===== src/rtl/rv32i_types.sv =====
`default_nettype none
// rv32i_types -- shared RV32I word/field types and fetch-stage definitions | rev 1.0
package rv32i_types;

   typedef logic [31:0] rv32i_word;
   typedef logic [4:0]  rv32i_reg;

   typedef enum logic [6:0] {
      OP_LUI   = 7'b0110111,
      OP_AUIPC = 7'b0010111,
      OP_JAL   = 7'b1101111,
      OP_JALR  = 7'b1100111,
      OP_BR    = 7'b1100011,
      OP_LOAD  = 7'b0000011,
      OP_STORE = 7'b0100011,
      OP_IMM   = 7'b0010011,
      OP_REG   = 7'b0110011,
      OP_CSR   = 7'b1110011
   } rv32i_opcode;

   typedef enum logic [1:0] {
      FETCH = 2'd0,
      HOLD  = 2'd1,
      DROP  = 2'd2
   } fetch_state_t;

   // addi x0, x0, 0
   localparam rv32i_word NOP_INSTR = 32'h0000_0013;

   function automatic rv32i_word align_pc(input rv32i_word addr);
      return {addr[31:2], 2'b00};
   endfunction

endpackage
`default_nettype wire


===== src/rtl/fetch_unit_if.sv =====
`default_nettype none
// fetch_unit_if -- imem request/response and decode-side signals of the fetch stage | rev 1.0
interface fetch_unit_if;
   import rv32i_types::*;

   logic        imem_read;
   rv32i_word   imem_address;
   logic        imem_resp;
   rv32i_word   imem_rdata;

   logic        stall;
   logic        redirect;
   rv32i_word   redirect_pc;

   logic        if_valid;
   rv32i_word   if_pc;
   rv32i_word   if_instr;
   rv32i_opcode if_opcode;
   logic [2:0]  if_funct3;
   logic [6:0]  if_funct7;
   rv32i_reg    if_rs1;
   rv32i_reg    if_rs2;
   rv32i_reg    if_rd;

   modport master (
      output imem_read, imem_address,
      input  imem_resp, imem_rdata,
      input  stall, redirect, redirect_pc,
      output if_valid, if_pc, if_instr, if_opcode,
      output if_funct3, if_funct7, if_rs1, if_rs2, if_rd
   );

   modport slave (
      input  imem_read, imem_address,
      output imem_resp, imem_rdata,
      output stall, redirect, redirect_pc,
      input  if_valid, if_pc, if_instr, if_opcode,
      input  if_funct3, if_funct7, if_rs1, if_rs2, if_rd
   );

endinterface
`default_nettype wire


===== src/rtl/fetch_skid_buf.sv =====
`default_nettype none
// fetch_skid_buf -- single-entry {pc, instr} buffer catching a response decode cannot take | rev 1.0
module fetch_skid_buf
   import rv32i_types::*;
(
   input  logic      clk,
   input  logic      rst,
   input  logic      load_i,
   input  logic      clear_i,
   input  logic      unload_i,
   input  rv32i_word pc_i,
   input  rv32i_word instr_i,
   output logic      valid_o,
   output rv32i_word pc_o,
   output rv32i_word instr_o
);

   logic      valid_q, valid_d;
   rv32i_word pc_q, pc_d;
   rv32i_word instr_q, instr_d;

   // Clear dominates so a flush can never resurrect a stale entry.
   always_comb begin
      valid_d = valid_q;
      pc_d    = pc_q;
      instr_d = instr_q;
      if (clear_i) begin
         valid_d = 1'b0;
      end else if (load_i) begin
         valid_d = 1'b1;
         pc_d    = pc_i;
         instr_d = instr_i;
      end else if (unload_i) begin
         valid_d = 1'b0;
      end
   end

   always_ff @(posedge clk) begin
      if (rst) begin
         valid_q <= 1'b0;
         pc_q    <= '0;
         instr_q <= '0;
      end else begin
         valid_q <= valid_d;
         pc_q    <= pc_d;
         instr_q <= instr_d;
      end
   end

   assign valid_o = valid_q;
   assign pc_o    = pc_q;
   assign instr_o = instr_q;

endmodule
`default_nettype wire


===== src/rtl/fetch_unit.sv =====
`default_nettype none
// fetch_unit -- RV32I instruction fetch: PC, imem handshake, skid buffer and IF/ID register | rev 1.0
module fetch_unit
   import rv32i_types::*;
#(
   parameter logic [31:0] RESET_PC  = 32'h0000_0060,
   parameter logic [31:0] NOP_INSTR = 32'h0000_0013
) (
   input  logic         clk,
   input  logic         rst,
   fetch_unit_if.master bus
);

   fetch_state_t state_q, state_d;
   rv32i_word    pc_q, pc_d;
   rv32i_word    req_addr_q, req_addr_d;
   logic         if_valid_q, if_valid_d;
   rv32i_word    if_pc_q, if_pc_d;
   rv32i_word    if_instr_q, if_instr_d;

   logic         w_ld;
   rv32i_word    w_redirect_tgt;
   rv32i_word    w_instr;
   logic         w_skid_load;
   logic         w_skid_clear;
   logic         w_skid_unload;
   logic         w_skid_valid;
   rv32i_word    w_skid_pc;
   rv32i_word    w_skid_instr;

   assign w_ld           = !bus.stall || !if_valid_q;
   assign w_redirect_tgt = align_pc(bus.redirect_pc);

   // A request stays open in DROP on the address it was issued with.
   assign bus.imem_read    = !rst && (state_q != HOLD);
   assign bus.imem_address = (state_q == DROP) ? req_addr_q : pc_q;

   fetch_skid_buf u_skid (
      .clk      (clk),
      .rst      (rst),
      .load_i   (w_skid_load),
      .clear_i  (w_skid_clear),
      .unload_i (w_skid_unload),
      .pc_i     (pc_q),
      .instr_i  (bus.imem_rdata),
      .valid_o  (w_skid_valid),
      .pc_o     (w_skid_pc),
      .instr_o  (w_skid_instr)
   );

   always_comb begin
      state_d       = state_q;
      pc_d          = pc_q;
      req_addr_d    = req_addr_q;
      if_valid_d    = if_valid_q;
      if_pc_d       = if_pc_q;
      if_instr_d    = if_instr_q;
      w_skid_load   = 1'b0;
      w_skid_clear  = 1'b0;
      w_skid_unload = 1'b0;

      unique case (state_q)
         FETCH: begin
            if (bus.redirect) begin
               pc_d       = w_redirect_tgt;
               if_valid_d = 1'b0;
               if (!bus.imem_resp) begin
                  req_addr_d = pc_q;
                  state_d    = DROP;
               end
            end else if (bus.imem_resp) begin
               if (w_ld) begin
                  if_pc_d    = pc_q;
                  if_instr_d = bus.imem_rdata;
                  if_valid_d = 1'b1;
               end else begin
                  w_skid_load = 1'b1;
                  state_d     = HOLD;
               end
               pc_d = pc_q + 32'd4;
            end else if (!bus.stall) begin
               if_valid_d = 1'b0;
            end
         end

         HOLD: begin
            if (bus.redirect) begin
               w_skid_clear = 1'b1;
               if_valid_d   = 1'b0;
               pc_d         = w_redirect_tgt;
               state_d      = FETCH;
            end else if (!bus.stall && w_skid_valid) begin
               if_pc_d       = w_skid_pc;
               if_instr_d    = w_skid_instr;
               if_valid_d    = 1'b1;
               w_skid_unload = 1'b1;
               state_d       = FETCH;
            end
         end

         DROP: begin
            if_valid_d = 1'b0;
            if (bus.redirect) begin
               pc_d = w_redirect_tgt;
            end
            if (bus.imem_resp) begin
               state_d = FETCH;
            end
         end

         default: begin
            state_d = FETCH;
         end
      endcase
   end

   always_ff @(posedge clk) begin
      if (rst) begin
         state_q    <= FETCH;
         pc_q       <= RESET_PC;
         req_addr_q <= '0;
         if_valid_q <= 1'b0;
         if_pc_q    <= '0;
         if_instr_q <= NOP_INSTR;
      end else begin
         state_q    <= state_d;
         pc_q       <= pc_d;
         req_addr_q <= req_addr_d;
         if_valid_q <= if_valid_d;
         if_pc_q    <= if_pc_d;
         if_instr_q <= if_instr_d;
      end
   end

   assign w_instr       = if_valid_q ? if_instr_q : NOP_INSTR;
   assign bus.if_valid  = if_valid_q;
   assign bus.if_pc     = if_pc_q;
   assign bus.if_instr  = w_instr;
   assign bus.if_opcode = rv32i_opcode'(w_instr[6:0]);
   assign bus.if_funct3 = w_instr[14:12];
   assign bus.if_funct7 = w_instr[31:25];
   assign bus.if_rs1    = w_instr[19:15];
   assign bus.if_rs2    = w_instr[24:20];
   assign bus.if_rd     = w_instr[11:7];

`ifndef SYNTHESIS
   // No request is open while holding the skid entry, so a response here is a memory bug.
   a_no_resp_in_hold: assert property (@(posedge clk) disable iff (rst)
      !(bus.imem_resp && (state_q == HOLD)));
`endif

endmodule
`default_nettype wire


===== src/flat_wrapper.sv =====
// flat-port wrapper written by rule: the top's interface ports become plain ports
module fetch_unit_flat import rv32i_types::*;
#(
   parameter logic [31:0] RESET_PC  = 32'h0000_0060,
   parameter logic [31:0] NOP_INSTR = 32'h0000_0013
)
  (clk, rst, bus_imem_read, bus_imem_address, bus_imem_resp, bus_imem_rdata, bus_stall, bus_redirect, bus_redirect_pc, bus_if_valid, bus_if_pc, bus_if_instr, bus_if_opcode, bus_if_funct3, bus_if_funct7, bus_if_rs1, bus_if_rs2, bus_if_rd);
  fetch_unit_if bus_i ();
  input  logic clk;
  input  logic rst;
  output wire logic [$bits(bus_i.imem_read)-1:0] bus_imem_read;
  output wire logic [$bits(bus_i.imem_address)-1:0] bus_imem_address;
  input wire logic [$bits(bus_i.imem_resp)-1:0] bus_imem_resp;
  input wire logic [$bits(bus_i.imem_rdata)-1:0] bus_imem_rdata;
  input wire logic [$bits(bus_i.stall)-1:0] bus_stall;
  input wire logic [$bits(bus_i.redirect)-1:0] bus_redirect;
  input wire logic [$bits(bus_i.redirect_pc)-1:0] bus_redirect_pc;
  output wire logic [$bits(bus_i.if_valid)-1:0] bus_if_valid;
  output wire logic [$bits(bus_i.if_pc)-1:0] bus_if_pc;
  output wire logic [$bits(bus_i.if_instr)-1:0] bus_if_instr;
  output wire logic [$bits(bus_i.if_opcode)-1:0] bus_if_opcode;
  output wire logic [$bits(bus_i.if_funct3)-1:0] bus_if_funct3;
  output wire logic [$bits(bus_i.if_funct7)-1:0] bus_if_funct7;
  output wire logic [$bits(bus_i.if_rs1)-1:0] bus_if_rs1;
  output wire logic [$bits(bus_i.if_rs2)-1:0] bus_if_rs2;
  output wire logic [$bits(bus_i.if_rd)-1:0] bus_if_rd;
  assign bus_imem_read = bus_i.imem_read;
  assign bus_imem_address = bus_i.imem_address;
  assign bus_i.imem_resp = bus_imem_resp;
  assign bus_i.imem_rdata = bus_imem_rdata;
  assign bus_i.stall = bus_stall;
  assign bus_i.redirect = bus_redirect;
  assign bus_i.redirect_pc = bus_redirect_pc;
  assign bus_if_valid = bus_i.if_valid;
  assign bus_if_pc = bus_i.if_pc;
  assign bus_if_instr = bus_i.if_instr;
  assign bus_if_opcode = bus_i.if_opcode;
  assign bus_if_funct3 = bus_i.if_funct3;
  assign bus_if_funct7 = bus_i.if_funct7;
  assign bus_if_rs1 = bus_i.if_rs1;
  assign bus_if_rs2 = bus_i.if_rs2;
  assign bus_if_rd = bus_i.if_rd;
  fetch_unit #(.RESET_PC(RESET_PC), .NOP_INSTR(NOP_INSTR)) u_core (.clk(clk), .rst(rst), .bus(bus_i));
endmodule

===== config.mk =====
export PLATFORM = sky130hd
export DESIGN_NAME = fetch_unit_flat
export DESIGN_NICKNAME = d
export VERILOG_FILES = /design/src/rtl/rv32i_types.sv /design/src/rtl/fetch_unit_if.sv /design/src/rtl/fetch_skid_buf.sv /design/src/rtl/fetch_unit.sv /design/src/flat_wrapper.sv
export SDC_FILE = /design/constraint.sdc
export NUM_CORES = 1
export LEC_CHECK = 0
export ABC_CLOCK_PERIOD_IN_PS = 2900
export CAP_MARGIN = 20
export CELL_PAD_IN_SITES_DETAIL_PLACEMENT = 2
export CELL_PAD_IN_SITES_GLOBAL_PLACEMENT = 2
export CORE_ASPECT_RATIO = 0.6
export CORE_MARGIN = 3
export CORE_UTILIZATION = 30
export DETAILED_ROUTE_END_ITERATION = 16
export PLACE_DENSITY = 0.79
export SKIP_CTS_REPAIR_TIMING = 1
export SYNTH_ARGS = -nofsm -noshare
export SYNTH_HDL_FRONTEND = slang
export SYNTH_SLANG_ARGS = --single-unit

===== constraint.sdc =====
create_clock -name clk -period 2.9 [get_ports clk]
set_input_delay 0.58 -clock clk [delete_from_list [all_inputs] [get_ports clk]]
set_output_delay 0.58 -clock clk [all_outputs]
set_load 0.02 [all_outputs]

==> impl_metrics.toml <==
[floorplanning]
rows = 48
fp.dieH_um = 141.3
start_util = 0.3116
fp.dieW_um = 231.5
dieArea_mm2 = 0.03270
ios = 199
core-area_mm2 = 0.02937

[yosys]
synth-main-ff-cell = "dfxtp_1"
synth_edf_count = 0
ys_seq_area_frac = 0.4113
ys_ff_latch = 188
synthTopCellsByCount = "nand2_1 (208), dfxtp_1 (188), a21oi_1 (113)"
ys_types = 66
synth_area_leaders = "dfxtp_1 (41%), nand2_1 (8.5%), mux2i_1 (6.8%)"
synthArstFlopShare = 0
synth.most_common_cell = "nand2_1"
synth_top_cell_area_share = 0.4113
synth_area_per_cell_um2 = 8.214
syn-instance-count = 1114
synth_area_leader_cell = "dfxtp_1"
synth_area_mm2 = 0.009150
ys_warn_count = 0

[critical_path]
worstSetupPathType = "reg -> out"
end_kind = "output pin"
path_delay_family = "buffers and inverters"
crit_arrival_ps = 2210
critPathBufInv = 3
crit_chain = "inv_1 > ha_2 > buf_6 > mux2_2 > clkdlybuf4s50_1"
critPathMaxStageDelay_ps = 550
cp_data_required_time_ps = 2320
path_max_fanout = 12
critPathLaunchType = "flop"
cp_slowest_cell = "clkdlybuf4s50_1"

[cts]
clock_latency_ps = 460
cts_buffer_depth = 2
cts_root_buf = "clkbuf_16"
cts_tree = "done"
ctsHtreeMaxLevel = 4
clk_pin_slew_ps = 60
numCtsBuffers = 17
cts.sinks = 188

[sta]
hold_viol = 0
timing.final.crit_share = 0.9622
setup_viol = 0
max_freq_mhz = 358.4
slew_headroom = 0.3634
skew_ps = 16.75
min_period_ps = 2790
tightest_slew_ps = 954.9
slew_viol_final = 0
timing.hold.ws_ps = 457.0

[global_route]
grt_pass1_vias = 8967
grt_overflow = 0
gr-usage-all-layers = 0.1992
grt_antenna_before_repair = 0
grt_pass1_wl_um = 51190
grt_max_degree = 193

[place]
port_buffers = 192
dp_hpwl_um = 22320
place.gp.congestion = 0.8340

[routing]
drt-pass1-iter-count = 4
routed_via_density = 5.129
routed_wirelength_um = 32570
wl_per_cell_um = 19.86
drcViolationCount = 0
ant_nets = 0
drt_iter0_drc = 374
vias = 8412

[cells_and_area]
drive_gt1_frac = 0.1008
area_growth_pct = 30.33
nFillCells = 3267
antenna_cells = 0
nets = 1302

[power_and_ir_drop]
power_mw = 6.986
power.share.sequential = 0.418
p_switching_mw = 2.124
combPwrFrac = 0.222
p_leak_nw = 4.339
p_per_area_mw_per_mm2 = 585.8
p_int_mw = 4.862
switching_share = 0.3041
power_frac_clock = 0.360
vdd_drop_max_v = 0.0004176

[job]
drv_cap = 0

[hold_path]
hold_class = "reg -> reg"

[outcome]
status = "finished, final reports clean"
## flip-flops by register name (all words and copies together) (netlist names)
register               count
u_core.pc_q               30
u_core.bus.if_valid        1
u_core.if_instr_q         32
u_core.bus.if_pc          30
u_core.u_skid.valid_o      1
u_core.u_skid.pc_o        30
u_core.state_q             2
u_core.u_skid.instr_o     32
u_core.req_addr_q         30
## worst register-to-register path, stage by stage (launching register included)
cell     delay (ps)
dfxtp_1         370
inv_1           110
ha_1            410
or2_2           370
nor3_1          470
buf_4           240
nand2_1          50
mux2i_1         180
nor4_2           70
## logic make-up after synthesis
kind of cell,count (synthesis),synth area share
AOI/OAI and AO/OA,255,0.1764
adders and majority gates,5,0.006837
buffers and inverters,149,0.08806
DFF,188,0.4113
muxes,92,0.1047
other,1,0.0004098
and+or+nand+nor,424,0.2122
## final timing paths
kind / to / from / slack (ps) / cells after the start
min: u_core.u_skid.instr_o[19] / u_core.u_skid.instr_o[19] / 460 / 2
max: bus_imem_address[7] / u_core.state_q[0] / 110 / 5
min reg2reg: u_core.u_skid.instr_o[19] / u_core.u_skid.instr_o[19] / 460 / 2
max reg2reg: u_core.pc_q[25] / u_core.state_q[1] / 490 / 8
## layout by cell type (no fill, tap or decap), types with 7 or more instances in the layout
cell             netlist  final
nand2_1              208    208
nand2b_1              10     10
o22ai_1                7      7
nor2_1                98     97
clkbuf_16              0     17
nand3_1               16     15
dlymetal6s2s_1         0     25
and3_1                 8      7
buf_4                 38     30
a311oi_1               7      7
inv_1                 10     10
dfxtp_1              188    187
nand4_1               10     10
buf_12                 0      8
a211oi_1              68     68
clkdlybuf4s50_1        0    166
mux2i_1               62     62
o21ai_0               24     22
mux2_2                30     30
a21oi_1              113    113
nor3_1                15     15
and2_1                30     30
## power groups by stage
stage / clock (mW) / combinational [mW] / sequential, mW
5_1_grt: 2.71 / 1.69 / 2.95
3_5_place_dp: 0 / 1.56 / 2.97
2_1_floorplan: 0 / 0.913 / 2.95
4_1_cts: 2.60 / 1.57 / 2.92
6_report: 2.51 / 1.55 / 2.92
3_3_place_gp: 0 / 1.51 / 2.96
## per-layer routing
layer / GRT usage / part of all wire / wire (um) / up-vias
met5: 0 / 0 / 0 / -
met4: 0.04397 / 0.0095 / 310 / 0
met3: 0.03852 / 0.045 / 1467 / 18
met2: 0.3180 / 0.46 / 14910 / 149
met1: 0.2799 / 0.49 / 15880 / 4193
li1: - / - / - / 4052
## layout make-up
cell class                 instances  area (um^2)  area share
clock inverter                     9        133.9     0.01123
inverter                          10        37.54    0.003148
sequential                       188         3765      0.3157
tap                              400        500.5     0.04197
clock buffer                      22        474.2     0.03976
multi-input combinational        780         4632      0.3884
timing repair buffer             231         2382      0.1998
## through the flow
| step | area (um^2) | instances | utilization | TNS (ps) | setup WS (ps) |
|---|---|---|---|---|---|
| 6_report | 11930 | 1640 | 0.4061 | 0 | 109.5 |
| 5_1_grt | 11930 | 1640 | 0.4061 | -2.863 | -2.863 |
| 4_1_cts | 11840 | 1640 | 0.4032 | -2041 | -221.3 |
| 3_5_place_dp | 11230 | 1609 | 0.3825 | 0 | 212.3 |
| 3_3_place_gp | 11230 | 1609 | 0.3825 | 0 | 241.5 |
| 2_1_floorplan | 9161 | 1117 | - | 0 | 765.8 |
Note: power is estimated with default switching activity, not from simulation.
